==> src/rtl/tick_interval_meter_if.sv <==
// Control and result bundle of the tick interval meter.
// The master drives the tick and the commands; the slave (the meter) returns results.
interface tick_interval_meter_if #(
  parameter int N = 26
);
  logic         tick_in;
  logic         start;
  logic         continuous;
  logic         stop;
  logic [N-1:0] interval;
  logic         valid;
  logic         overflow;
  logic         busy;

  modport master (
    output tick_in, start, continuous, stop,
    input  interval, valid, overflow, busy
  );

  modport slave (
    input  tick_in, start, continuous, stop,
    output interval, valid, overflow, busy
  );
endinterface

==> src/rtl/tick_interval_meter.sv <==
// Measures clk cycles between successive rising edges of tick_in.
// Supports single-shot or continuous measurement, with a timeout at M cycles.
module tick_interval_meter #(
  parameter int M = 50_000_000,
  parameter int N = $clog2(M + 1)
) (
  input logic                  clk,
  input logic                  reset,
  tick_interval_meter_if.slave bus
);

  typedef enum logic [1:0] {IDLE, ARM, MEASURE} state_t;

  localparam logic [N-1:0] MAX = N'(M);
  localparam logic [N-1:0] ONE = N'(1);

  state_t       state, state_nx;
  logic [N-1:0] cnt, cnt_nx;
  logic [N-1:0] interval, interval_nx;
  logic         valid, valid_nx;
  logic         overflow, overflow_nx;
  logic         cont_r, cont_nx;
  logic         tick_prev;
  logic         rise;

  // tick_prev resets high so a level already high at reset release is not an edge
  assign rise = bus.tick_in & ~tick_prev;

  always_ff @(posedge clk or negedge reset) begin
    if (!reset) begin
      state     <= IDLE;
      cnt       <= '0;
      interval  <= '0;
      valid     <= 1'b0;
      overflow  <= 1'b0;
      cont_r    <= 1'b0;
      tick_prev <= 1'b1;
    end else begin
      state     <= state_nx;
      cnt       <= cnt_nx;
      interval  <= interval_nx;
      valid     <= valid_nx;
      overflow  <= overflow_nx;
      cont_r    <= cont_nx;
      tick_prev <= bus.tick_in;
    end
  end

  always_comb begin
    state_nx    = state;
    cnt_nx      = cnt;
    interval_nx = interval;
    valid_nx    = 1'b0;
    overflow_nx = overflow;
    cont_nx     = cont_r;
    case (state)
      IDLE: begin
        if (bus.start && !bus.stop) begin
          cont_nx  = bus.continuous;
          state_nx = ARM;
        end
      end
      ARM: begin
        if (bus.stop) begin
          state_nx = IDLE;
        end else if (rise) begin
          cnt_nx   = ONE;
          state_nx = MEASURE;
        end
      end
      MEASURE: begin
        // A rise at cnt == MAX still counts as a valid measurement
        if (bus.stop) begin
          state_nx = IDLE;
        end else if (rise) begin
          interval_nx = cnt;
          overflow_nx = 1'b0;
          valid_nx    = 1'b1;
          if (cont_r) cnt_nx = ONE;
          else        state_nx = IDLE;
        end else if (cnt == MAX) begin
          interval_nx = MAX;
          overflow_nx = 1'b1;
          valid_nx    = 1'b1;
          state_nx    = cont_r ? ARM : IDLE;
        end else begin
          cnt_nx = cnt + ONE;
        end
      end
      default: state_nx = IDLE;
    endcase
  end

  assign bus.interval = interval;
  assign bus.valid    = valid;
  assign bus.overflow = overflow;
  assign bus.busy     = (state != IDLE);

endmodule

==> src/flat_wrapper.sv <==
// flat-port wrapper written by rule: the top's interface ports become plain ports
module tick_interval_meter_flat 
#(
  parameter int M = 50_000_000,
  parameter int N = $clog2(M + 1)
)
  (clk, reset, bus_tick_in, bus_start, bus_continuous, bus_stop, bus_interval, bus_valid, bus_overflow, bus_busy);
  tick_interval_meter_if #(.N(N)) bus_i ();
  input logic clk;
  input logic reset;
  input wire logic [$bits(bus_i.tick_in)-1:0] bus_tick_in;
  input wire logic [$bits(bus_i.start)-1:0] bus_start;
  input wire logic [$bits(bus_i.continuous)-1:0] bus_continuous;
  input wire logic [$bits(bus_i.stop)-1:0] bus_stop;
  output wire logic [$bits(bus_i.interval)-1:0] bus_interval;
  output wire logic [$bits(bus_i.valid)-1:0] bus_valid;
  output wire logic [$bits(bus_i.overflow)-1:0] bus_overflow;
  output wire logic [$bits(bus_i.busy)-1:0] bus_busy;
  assign bus_i.tick_in = bus_tick_in;
  assign bus_i.start = bus_start;
  assign bus_i.continuous = bus_continuous;
  assign bus_i.stop = bus_stop;
  assign bus_interval = bus_i.interval;
  assign bus_valid = bus_i.valid;
  assign bus_overflow = bus_i.overflow;
  assign bus_busy = bus_i.busy;
  tick_interval_meter #(.M(M), .N(N)) u_core (.clk(clk), .reset(reset), .bus(bus_i));
endmodule
==> config.mk <==
export PLATFORM = sky130hd
export DESIGN_NAME = tick_interval_meter_flat
export DESIGN_NICKNAME = d
export VERILOG_FILES = /design/src/rtl/tick_interval_meter_if.sv /design/src/rtl/tick_interval_meter.sv /design/src/flat_wrapper.sv
export SDC_FILE = /design/constraint.sdc
export NUM_CORES = 1
export LEC_CHECK = 0
export CAP_MARGIN = 20
export CORE_UTILIZATION = 35
export DETAILED_ROUTE_END_ITERATION = 16
export SLEW_MARGIN = 20
export SYNTH_ARGS = -nofsm -noshare
export SYNTH_HDL_FRONTEND = slang
export SYNTH_SLANG_ARGS = --single-unit
==> constraint.sdc <==
create_clock -name clk -period 2.05 [get_ports clk]
set_input_delay 0.5125 -clock clk [delete_from_list [all_inputs] [get_ports clk]]
set_output_delay 0.5125 -clock clk [all_outputs]
set_load 0.05 [all_outputs]
# Word level (Yosys, flattened, before mapping)
# Cells that the tools add are included.
# op_classes
shift	0
n_eq_ne	12
mux	24
order_cmp	0
n_addsub	1
n_bitwise	3
mul	0
div_mod_pow	0
reduce_logical	10
# op_table
cell	n
$mux W26	8
$pmux W26 S2	1
$add A26 B1 Y26 const B	1
$eq A26 B26 Y1 const B	1
$mux W2	7
$ne A3 B2 Y1 const B	3
$mux W1	7
$pmux W2 S3	1
$reduce_and A6 Y1	1
$reduce_bool A2 Y1	3
$ne A2 B1 Y1 const B	2
$ne A2 B2 Y1 const B	2
$ne A4 B2 Y1 const B	1
$ne A4 B4 Y1 const B	1
$reduce_and A4 Y1	1
$reduce_and A3 Y1	1
$eq A2 B1 Y1 const B	1
$eq A2 B2 Y1 const B	1
$logic_not A2 Y1	1
$not A1 Y1	2
$reduce_and A2 Y1	1
$and A1 B1 Y1	1
$logic_and A1 B1 Y1	1
$logic_not A1 Y1	1
# totals
romBits	0
ram_bits	0
latch_bits	0
input_bits	6
word_cells	57
mem_count	0
reg_bits	58
out_inout_bits	29

# Longest topological paths before layout
# Gate-level depths: netlist of run 1.
# logic_depth
depth_word	5
mapped_depth	9
ltp_nobuf	8

# Worst setup path after synthesis of run 1
# OpenSTA, ideal clock, no wires.
# synth_path
path_kind	reg2reg
startpoint	reg u_core.cnt[0]
endpoint	reg u_core.interval[3], in the netlist u_core.bus.interval[3]
path_stages_with_launch	9
slack_ns	0.161
synth_period_minus_slack_ns	1.889
setup_ns	0.121
arrival_ns	1.768
path_buffers	1
required_time_ns	1.929
path_cell_list	dfrtp_1 > inv_1 > ha_1 > nor4bb_1 > nand3_1 > nor2_2 > o21ai_2 > buf_2 > a22o_1
# synth_via
elab_chain_cells	3
# synth_lines
item	line_no	text
start, declared	tick_interval_meter.sv:18	logic [N-1:0] cnt, cnt_nx;
start signal, assigned	tick_interval_meter.sv:40	cnt <= cnt_nx;
$eq A26 B26 Y1	tick_interval_meter.sv:81	end else if (cnt == MAX) begin
$reduce_bool A2 Y1 (no source line)	--	
$reduce_and A3 Y1 (no source line)	--	
end signal, assigned	tick_interval_meter.sv:41	interval <= interval_nx;
end, declared	tick_interval_meter.sv:19	logic [N-1:0] interval, interval_nx;
# Every way passes these cells.
# A chain may end at the register's enable or synchronous reset.

# Final worst setup path of run 1
# layout_path
startpoint	reg u_core.interval[7], in the netlist u_core.bus.interval[7]
endpoint	out bus_interval[7]
# layout_rtl
item	line_no	text
end, declared	flat_wrapper.sv:15	output wire logic [$bits(bus_i.interval)-1:0] bus_interval;
# No word-level cell between the ends.

==> summary.md, run 1 <==
| Metric | Value |
|---|---|
| Outcome | `finished, final reports clean` |
| Comb pwr share | `22.8%` |
| VDD IR-drop max | `0.000487 V` |
| DR DRC count | `0` |
| Synth top cells by count | `57 x dfrtp_1, 23 x nand2_1, 17 x a31oi_1` |
| Area growth syn-to-layout | `32.3%` |
| Synth Area in XOR/XNOR | `0%` |
| CTS clk-pin slew, worst paths | `0.06 ns` |
| Met2 Use GR | `30.6%` |
| CP startpoint kind | `flip-flop` |
| Post-synth EDFFs | `0` |
| Reg2reg end | `u_core.cnt[22]$_DFFE_PN0P_` |
| Worst path arrival time | `1.48 ns` |
| Total power | `2.99 mW` |
| Worst skew pair latency | `0.34 ns` |
| Share of cells above drive strength 1 | `29.7%` |
| Worst Skew | `0.00715 ns` |
| Most used routing layer | `met2` |
| Flop-to-flop setup slack | `0.13 ns` |
| Met1 Use GR | `26.8%` |
| Sequential cell fraction of total power | `43.9%` |
| Switching Power | `932 µW` |
| P_leak | `1.84 nW` |
| Req. time, crit path | `1.54 ns` |
| Buf+Inv Stages, Crit Path | `1` |
| Setup Buffers After CTS | `0` |
| Fmax | `501 MHz` |
| Initial antenna violation count | `0` |
| DP Wirelength | `5900 µm` |
| Synth top area share | `49.1%` |
| Synth Area in Simple Gates | `19.4%` |
| Buffers added on ports | `34` |
| Antenna diodes | `0` |
| Final wirelength | `7960 µm` |
| Int Pwr | `2.06 mW` |
| Clock Path Buffers | `2` |
| Global route total overflow | `0` |
| Synthesized Nets | `282` |
| Vias in the first global route | `2,527` |
| Largest net degree at the start of global routing | `25` |
| Fin. Hold Viols | `0` |
| Die width | `93.1 µm` |
| DIE AREA | `0.00867 mm²` |
| Mean post-synth cell area | `10.6 µm²` |
| Area of the core | `0.00789 mm²` |
| Rel. slew slack | `66.5%` |
| First-pass iteration count of the detailed router | `5` |
| Synth area leaders | `dfrtp_1 49%, a22o_1 4.2%, a31oi_1 3.7%` |
| Critical path, cell by cell | `clkdlybuf4s50_1` |
| R2R cell count | `7` |
| Grt met3 use | `6.02%` |
| Delay-heaviest family, CP | `buffers and inverters` |
| Setup ws final | `0.0525 ns` |
| GR Util All Layers | `20.2%` |
| GP Congestion | `0.892` |
| Util after Layout | `48.7%` |
| Pwr Density | `778 mW/mm²` |
| Total CTS buffers | `9` |
| Final worst-path cycle share | `97.4%` |
| HP Class | `input port to asynchronous set/reset pin` |
| Worst Setup End Kind | `output port` |
| Top-count cell post-synth | `dfrtp_1` |
| Num rows | `32` |
| Slowest-stage cell, CP | `clkdlybuf4s50_1` |
| Post-DRT Antenna Nets | `0` |
| Asr flop ratio synth | `100%` |
| Clock power share | `33.3%` |
| Iter 0 DRT Violations | `168` |
| Via/cell ratio | `5.53` |
| Sequential area share after synthesis | `50.0%` |
| Slew at the pin closest to its max-slew limit | `0.502 ns` |
| First-pass GRT wire length | `13,000 µm` |
| Setup_tns | `0 ns` |
| Root Buffer | `clkbuf_8` |
| FF+latch count, synth | `58` |
| Ys Warns | `0` |
| Synth Instances | `274` |
| Combinational family with the most area after synthesis | `compound AO/OA/AOI/OAI gates` |
| Routed WL per cell | `17.5 µm` |
| H-tree depth | `3` |
| Yosys cell types | `54` |
| Die H | `93.1 µm` |
| CTS tree | `yes` |
| Adder-cell area share of the yosys netlist | `0.862%` |
| Slew Viols, Final | `0` |
| Levels on crit path | `1` |
| Sw Ratio | `31.2%` |
| # IOs | `35` |
| Leading area contributor after synthesis | `dfrtp_1` |
| Compound-Gate Fraction of Synth Area | `24.5%` |
| Min Tclk post-route | `2.00 ns` |
| Max-Cap Viols | `0` |
| Post-synth top flop | `dfrtp_1` |
| Initial core utilization | `36.8%` |
| Dpl ws | `-0.276 ns` |
| Cell Area, Synth | `0.00290 mm²` |
| RSZ-0062 raised after global routing | `no` |
| Proportion of synthesized area in mux cells | `0.689%` |
| Design area | `0.00384 mm²` |
| CTS Sinks | `58` |
| Reg-to-Reg Start | `u_core.cnt[0]$_DFFE_PN0P_` |
| Peak fanout along the critical path | `2` |
| Nets | `357` |
| Slowest cell delay on critical path | `0.80 ns` |
| Critical path class | `flip-flop to output port` |
| Area of placed instances | `0.00359 mm²` |
| Final setup fails | `0` |
| DR vias | `2,514` |
[power groups by stage]
stage               Clock, mW  Combinational (mW)  Sequential (mW)
floorplan                   0               0.189             1.56
global placement            0               0.671             1.33
detailed placement          0               0.676             1.33
CTS                      1.03               0.679             1.31
global route             1.08               0.719             1.33
finish                  0.996               0.680             1.31
[sequential cells by signal, summed over array words and instances (netlist names)]
signal and count:
u_core.state 2, u_core.bus.valid 1, u_core.tick_prev 1, u_core.bus.overflow 1
u_core.bus.interval 26, u_core.cont_r 1, u_core.cnt 26
[layer usage]
metal	part of all wire (%)	wire (µm)
met1	47	3720
met2	46	3690
met3	5.0	395
met4	1.9	150
met5	0	0
[per-stage QoR]
| stage | instances | hold slack, ns |
|---|---|---|
| after floorplan | 274 | 0.217 |
| after global placement | 440 | 0.424 |
| after detailed placement | 440 | 0.428 |
| after CTS | 455 | 0.0548 |
| after global routing | 455 | 0.0647 |
| final | 455 | 0.0616 |
[cell families after synthesis]
family | Yosys count
buffers and inverters | 25
AO/OA/AOI/OAI | 93
flip-flops | 58
multiplexers | 2
AND/OR/NAND/NOR | 94
adder cells (fa/ha/maj) | 2
[worst reg2reg max path, cell delays in order (launching register included)]
cell and delay, ns:
dfrtp_1 0.36, buf_4 0.16, ha_1 0.28, nand4_4 0.18
nor4_4 0.21, nand4_1 0.18, o41a_1 0.33, a31oi_1 0.14
[placed cells by master (no fill, tap or decap), drive strengths merged, types with 4 or more instances in the layout]
master,synthesis,final
a21oi,10,10
a22o,14,14
a31oi,17,17
a41oi,4,4
and2,4,4
and3,7,7
buf,10,66
clkbuf,6,13
clkdlybuf4s50,0,7
dfrtp,57,57
dlymetal6s2s,0,7
inv,9,9
nand2,23,23
nand2b,6,6
nand3,7,7
nand4,9,9
nor2,15,15
nor3,6,6
o21a,6,6
o21ai,6,6
o22a,10,10
o311ai,8,8
o31ai,4,4
[worst max path at each step]
stage / end / slack, ns / from
2_1_floorplan: u_core.bus.interval[3]$_DFFE_PN0P_ / 0.16 / u_core.cnt[0]$_DFFE_PN0P_
3_3_place_gp: u_core.cnt[1]$_DFFE_PN0P_ / -0.21 / bus_tick_in
3_5_place_dp: u_core.cnt[1]$_DFFE_PN0P_ / -0.28 / bus_tick_in
4_1_cts: bus_interval[12] / 0.02 / u_core.bus.interval[12]$_DFFE_PN0P_
5_1_grt: u_core.cnt[10]$_DFFE_PN0P_ / 0.0006 / u_core.cnt[1]$_DFFE_PN0P_
6_report: bus_interval[7] / 0.05 / u_core.bus.interval[7]$_DFFE_PN0P_
[repair_timing]
| action | in CTS | in global routing |
|---|---|---|
| resized for setup | 0 | 17 |
| endpoints found under the setup margin | 0 | 33 |
| hold buffers | 0 | 0 |
[cell type report]
cell class	instances	area, µm²
Tap cell	102	128
Multi-Input combinational cell	191	1360
Fill cell	758	4050
Clock buffer	13	179
Timing Repair Buffer	80	676
Sequential cell	58	1450
Clock inverter	2	10.0
Inverter	9	36.3
No activity file was read; power rests on OpenSTA's default activity.
==> inputs of run 2 (changes only) <==
--- a/config.mk
+++ b/config.mk
@@ -12,3 +12,4 @@
 export SYNTH_ARGS = -nofsm -noshare
 export SYNTH_HDL_FRONTEND = slang
 export SYNTH_SLANG_ARGS = --single-unit
+export TNS_END_PERCENT = 5
==> results of run 2 <==
Same layout as run 1: the final DEF is identical, and so are final timing and power.
==> inputs of run 3 (changes only) <==
--- a/config.mk
+++ b/config.mk
@@ -6,8 +6,9 @@
 export NUM_CORES = 1
 export LEC_CHECK = 0
 export CAP_MARGIN = 20
-export CORE_UTILIZATION = 35
+export CORE_UTILIZATION = 25
 export DETAILED_ROUTE_END_ITERATION = 16
+export REMOVE_ABC_BUFFERS = 1
 export SLEW_MARGIN = 20
 export SYNTH_ARGS = -nofsm -noshare
 export SYNTH_HDL_FRONTEND = slang
==> run 3 against run 2 <==
  * Sequential power about the same
  * Sequential share of layout area decreased by 0.67 points
  * Largest power group is now the clock network
  * Cell count increased by 8.6%
  * Highest routed layer unchanged
  * Combinational power decreased by 1%
  * Clock skew about the same
  * Maximum frequency increased by 2.7%
  * Die area increased by 39%
  * Clock power increased by 41%
  * Routed wire length increased by 2.5%
  * Count of clock-buffer cells in the layout increased by 1
==> summary.md, run 3 (synthesis results as in run 1) <==
| Metric | Value |
|---|---|
| DP Wirelength | `5890 µm (-0.14%)` |
| Total CTS buffers | `9 (unchanged)` |
| Fin. Hold Viols | `0 (unchanged)` |
| Clock Path Buffers | `2 (unchanged)` |
| CTS Sinks | `58 (unchanged)` |
| Initial antenna violation count | `0 (unchanged)` |
| Slowest cell delay on critical path | `0.79 ns (about the same)` |
| DR vias | `2,548 (+1.4%)` |
| CTS clk-pin slew, worst paths | `0.05 ns (about the same)` |
| CP startpoint kind | `flip-flop` |
| Post-DRT Antenna Nets | `0 (unchanged)` |
| Most used routing layer | `met2` |
| Die width | `110 µm (+18%)` |
| Rel. slew slack | `62.0% (-4.5 points)` |
| Critical path class | `flip-flop to output port` |
| Worst Skew | `0.00684 ns (-0.000301 ns)` |
| Routed WL per cell | `16.5 µm (-5.6%)` |
| VDD IR-drop max | `0.000374 V (-23%)` |
| DIE AREA | `0.0121 mm² (+39%)` |
| CTS tree | `yes` |
| Slew Viols, Final | `0 (unchanged)` |
| Req. time, crit path | `1.54 ns (about the same)` |
| Worst Setup End Kind | `output port` |
| First-pass GRT wire length | `13,400 µm (+3.2%)` |
| H-tree depth | `3 (unchanged)` |
| Worst skew pair latency | `0.33 ns (about the same)` |
| Grt met3 use | `2.96% (-3.1 points)` |
| Buf+Inv Stages, Crit Path | `1 (unchanged)` |
| Flop-to-flop setup slack | `0.14 ns (about the same)` |
| Commonest non-fill, non-tap cell in the layout | `buf_4` |
| Global route total overflow | `0 (unchanged)` |
| GP Congestion | `0.937 (+5.0%)` |
| Min Tclk post-route | `1.95 ns (-0.0517 ns)` |
| Antenna diodes | `0 (unchanged)` |
| Iter 0 DRT Violations | `140 (-17%)` |
| # IOs | `35 (unchanged)` |
| Fmax | `514 MHz (+2.7%)` |
| DP Cell Count | `477 (+8.4%)` |
| Slowest-stage cell, CP | `clkdlybuf4s50_1` |
| Max-Cap Viols | `0 (unchanged)` |
| Root Buffer | `clkbuf_16` |
| Final setup fails | `0 (unchanged)` |
| Vias in the first global route | `2,600 (+2.9%)` |
| Dpl ws | `-0.174 ns (+0.102 ns)` |
| Final Instance Count excl. Fillers | `494 (+8.6%)` |
| Peak fanout along the critical path | `1 (-1)` |
| First-pass iteration count of the detailed router | `5 (unchanged)` |
| DR DRC count | `0 (unchanged)` |
| RSZ-0062 raised after global routing | `no` |
| Top Registers | `u_core.bus.interval (26), u_core.cnt (26), u_core.state (2)` |
| Slew at the pin closest to its max-slew limit | `0.565 ns (+0.0638 ns)` |
| Pwr Density | `867 mW/mm² (+11%)` |
| Final worst-path cycle share | `94.9% (-2.5 points)` |
| Final-layout fill cell count | `1,091 (+44%)` |
| Total power | `3.39 mW (+13%)` |
| Buffers added on ports | `34 (unchanged)` |
| Final wirelength | `8150 µm (+2.5%)` |
| Util after Layout | `35.3% (-13 points)` |
| P_leak | `1.77 nW (-4.2%)` |
| Met2 Use GR | `23.7% (-6.9 points)` |
| Area of the core | `0.0111 mm² (+40%)` |
| Nets | `357 (unchanged)` |
| CTS hold repair buffers | `0 (unchanged)` |
| Die H | `110 µm (+18%)` |
| Area growth syn-to-layout | `34.6%` |
| GR Util All Layers | `14.8% (-5.4 points)` |
| Delay-heaviest family, CP | `buffers and inverters` |
| Initial core utilization | `26.2% (-11 points)` |
| Share of cells above drive strength 1 | `31.6% (+1.9 points)` |
| Worst path arrival time | `1.43 ns (-0.05 ns)` |
| Outcome | `finished, final reports clean` |
| Largest net degree at the start of global routing | `59 (+140%)` |
| Setup ws final | `0.104 ns (+0.0517 ns)` |
| Commonest non-fill, non-tap cells in the layout | `73 x buf_4, 57 x dfrtp_1, 23 x nand2_1` |
| Met1 Use GR | `19.3% (-7.5 points)` |
| Via/cell ratio | `5.16 (-6.6%)` |
| Num rows | `38 (+19%)` |
| HP Class | `input port to asynchronous set/reset pin` |
| Critical path, cell by cell | `clkdlybuf4s50_1` |
-- run 3: routing by layer --
layer	vias to the layer above	wire length, µm
met2	76	3850
met5	-	0
li1	1222	-
met3	9	368
met1	1241	3820
met4	0	113
-- run 3: layout make-up --
class | instances | area (µm²) | area share (%)
Sequential cell | 58 | 1450 | 37.2
Timing Repair Buffer | 80 | 623 | 15.9
Clock inverter | 2 | 10.0 | 0.256
Multi-Input combinational cell | 191 | 1340 | 34.3
Tap cell | 140 | 175 | 4.48
Clock buffer | 14 | 274 | 7.01
Inverter | 9 | 33.8 | 0.864
-- run 3: repair_timing --
| action | in CTS | in global routing |
|---|---|---|
| endpoints found under the setup margin | 0 | 33 |
| hold endpoints to repair | 0 | 0 |
| gates resized for setup | 0 | 5 |
| setup buffers | 0 | 1 |
-- run 3: stage by stage --
stage / area, µm² / hold slack, ns / TNS (ns)
after floorplan: 2810 / 0.217 / 0
after global placement: 3600 / 0.482 / -4.36
after detailed placement: 3600 / 0.487 / -4.80
after CTS: 3880 / 0.206 / 0
after global routing: 3910 / 0.222 / 0
final: 3910 / 0.177 / 0
-- run 3: final timing paths --
path	to	start	depth (start not counted)
worst max-delay path	bus_valid	u_core.bus.valid$_DFF_PN0_	1
worst min-delay path	u_core.bus.interval[9]$_DFFE_PN0P_	reset	2
worst max register to register	u_core.cnt[15]$_DFFE_PN0P_	u_core.cnt[9]$_DFFE_PN0P_	6
worst min register to register	u_core.bus.overflow$_DFFE_PN0P_	u_core.bus.overflow$_DFFE_PN0P_	1
max in group asynchronous	u_core.tick_prev$_DFF_PN1_	reset	2
min in group clk	u_core.bus.overflow$_DFFE_PN0P_	u_core.bus.overflow$_DFFE_PN0P_	1
-- run 3: where the power goes --
| group | switching (mW) | leakage [nW] | internal (mW) |
|---|---|---|---|
| logic | 0.423 | 0.843 | 0.248 |
| registers | 0.0739 | 0.780 | 1.25 |
| clock network | 0.487 | 0.143 | 0.911 |
| total | 0.984 | 1.77 | 2.40 |
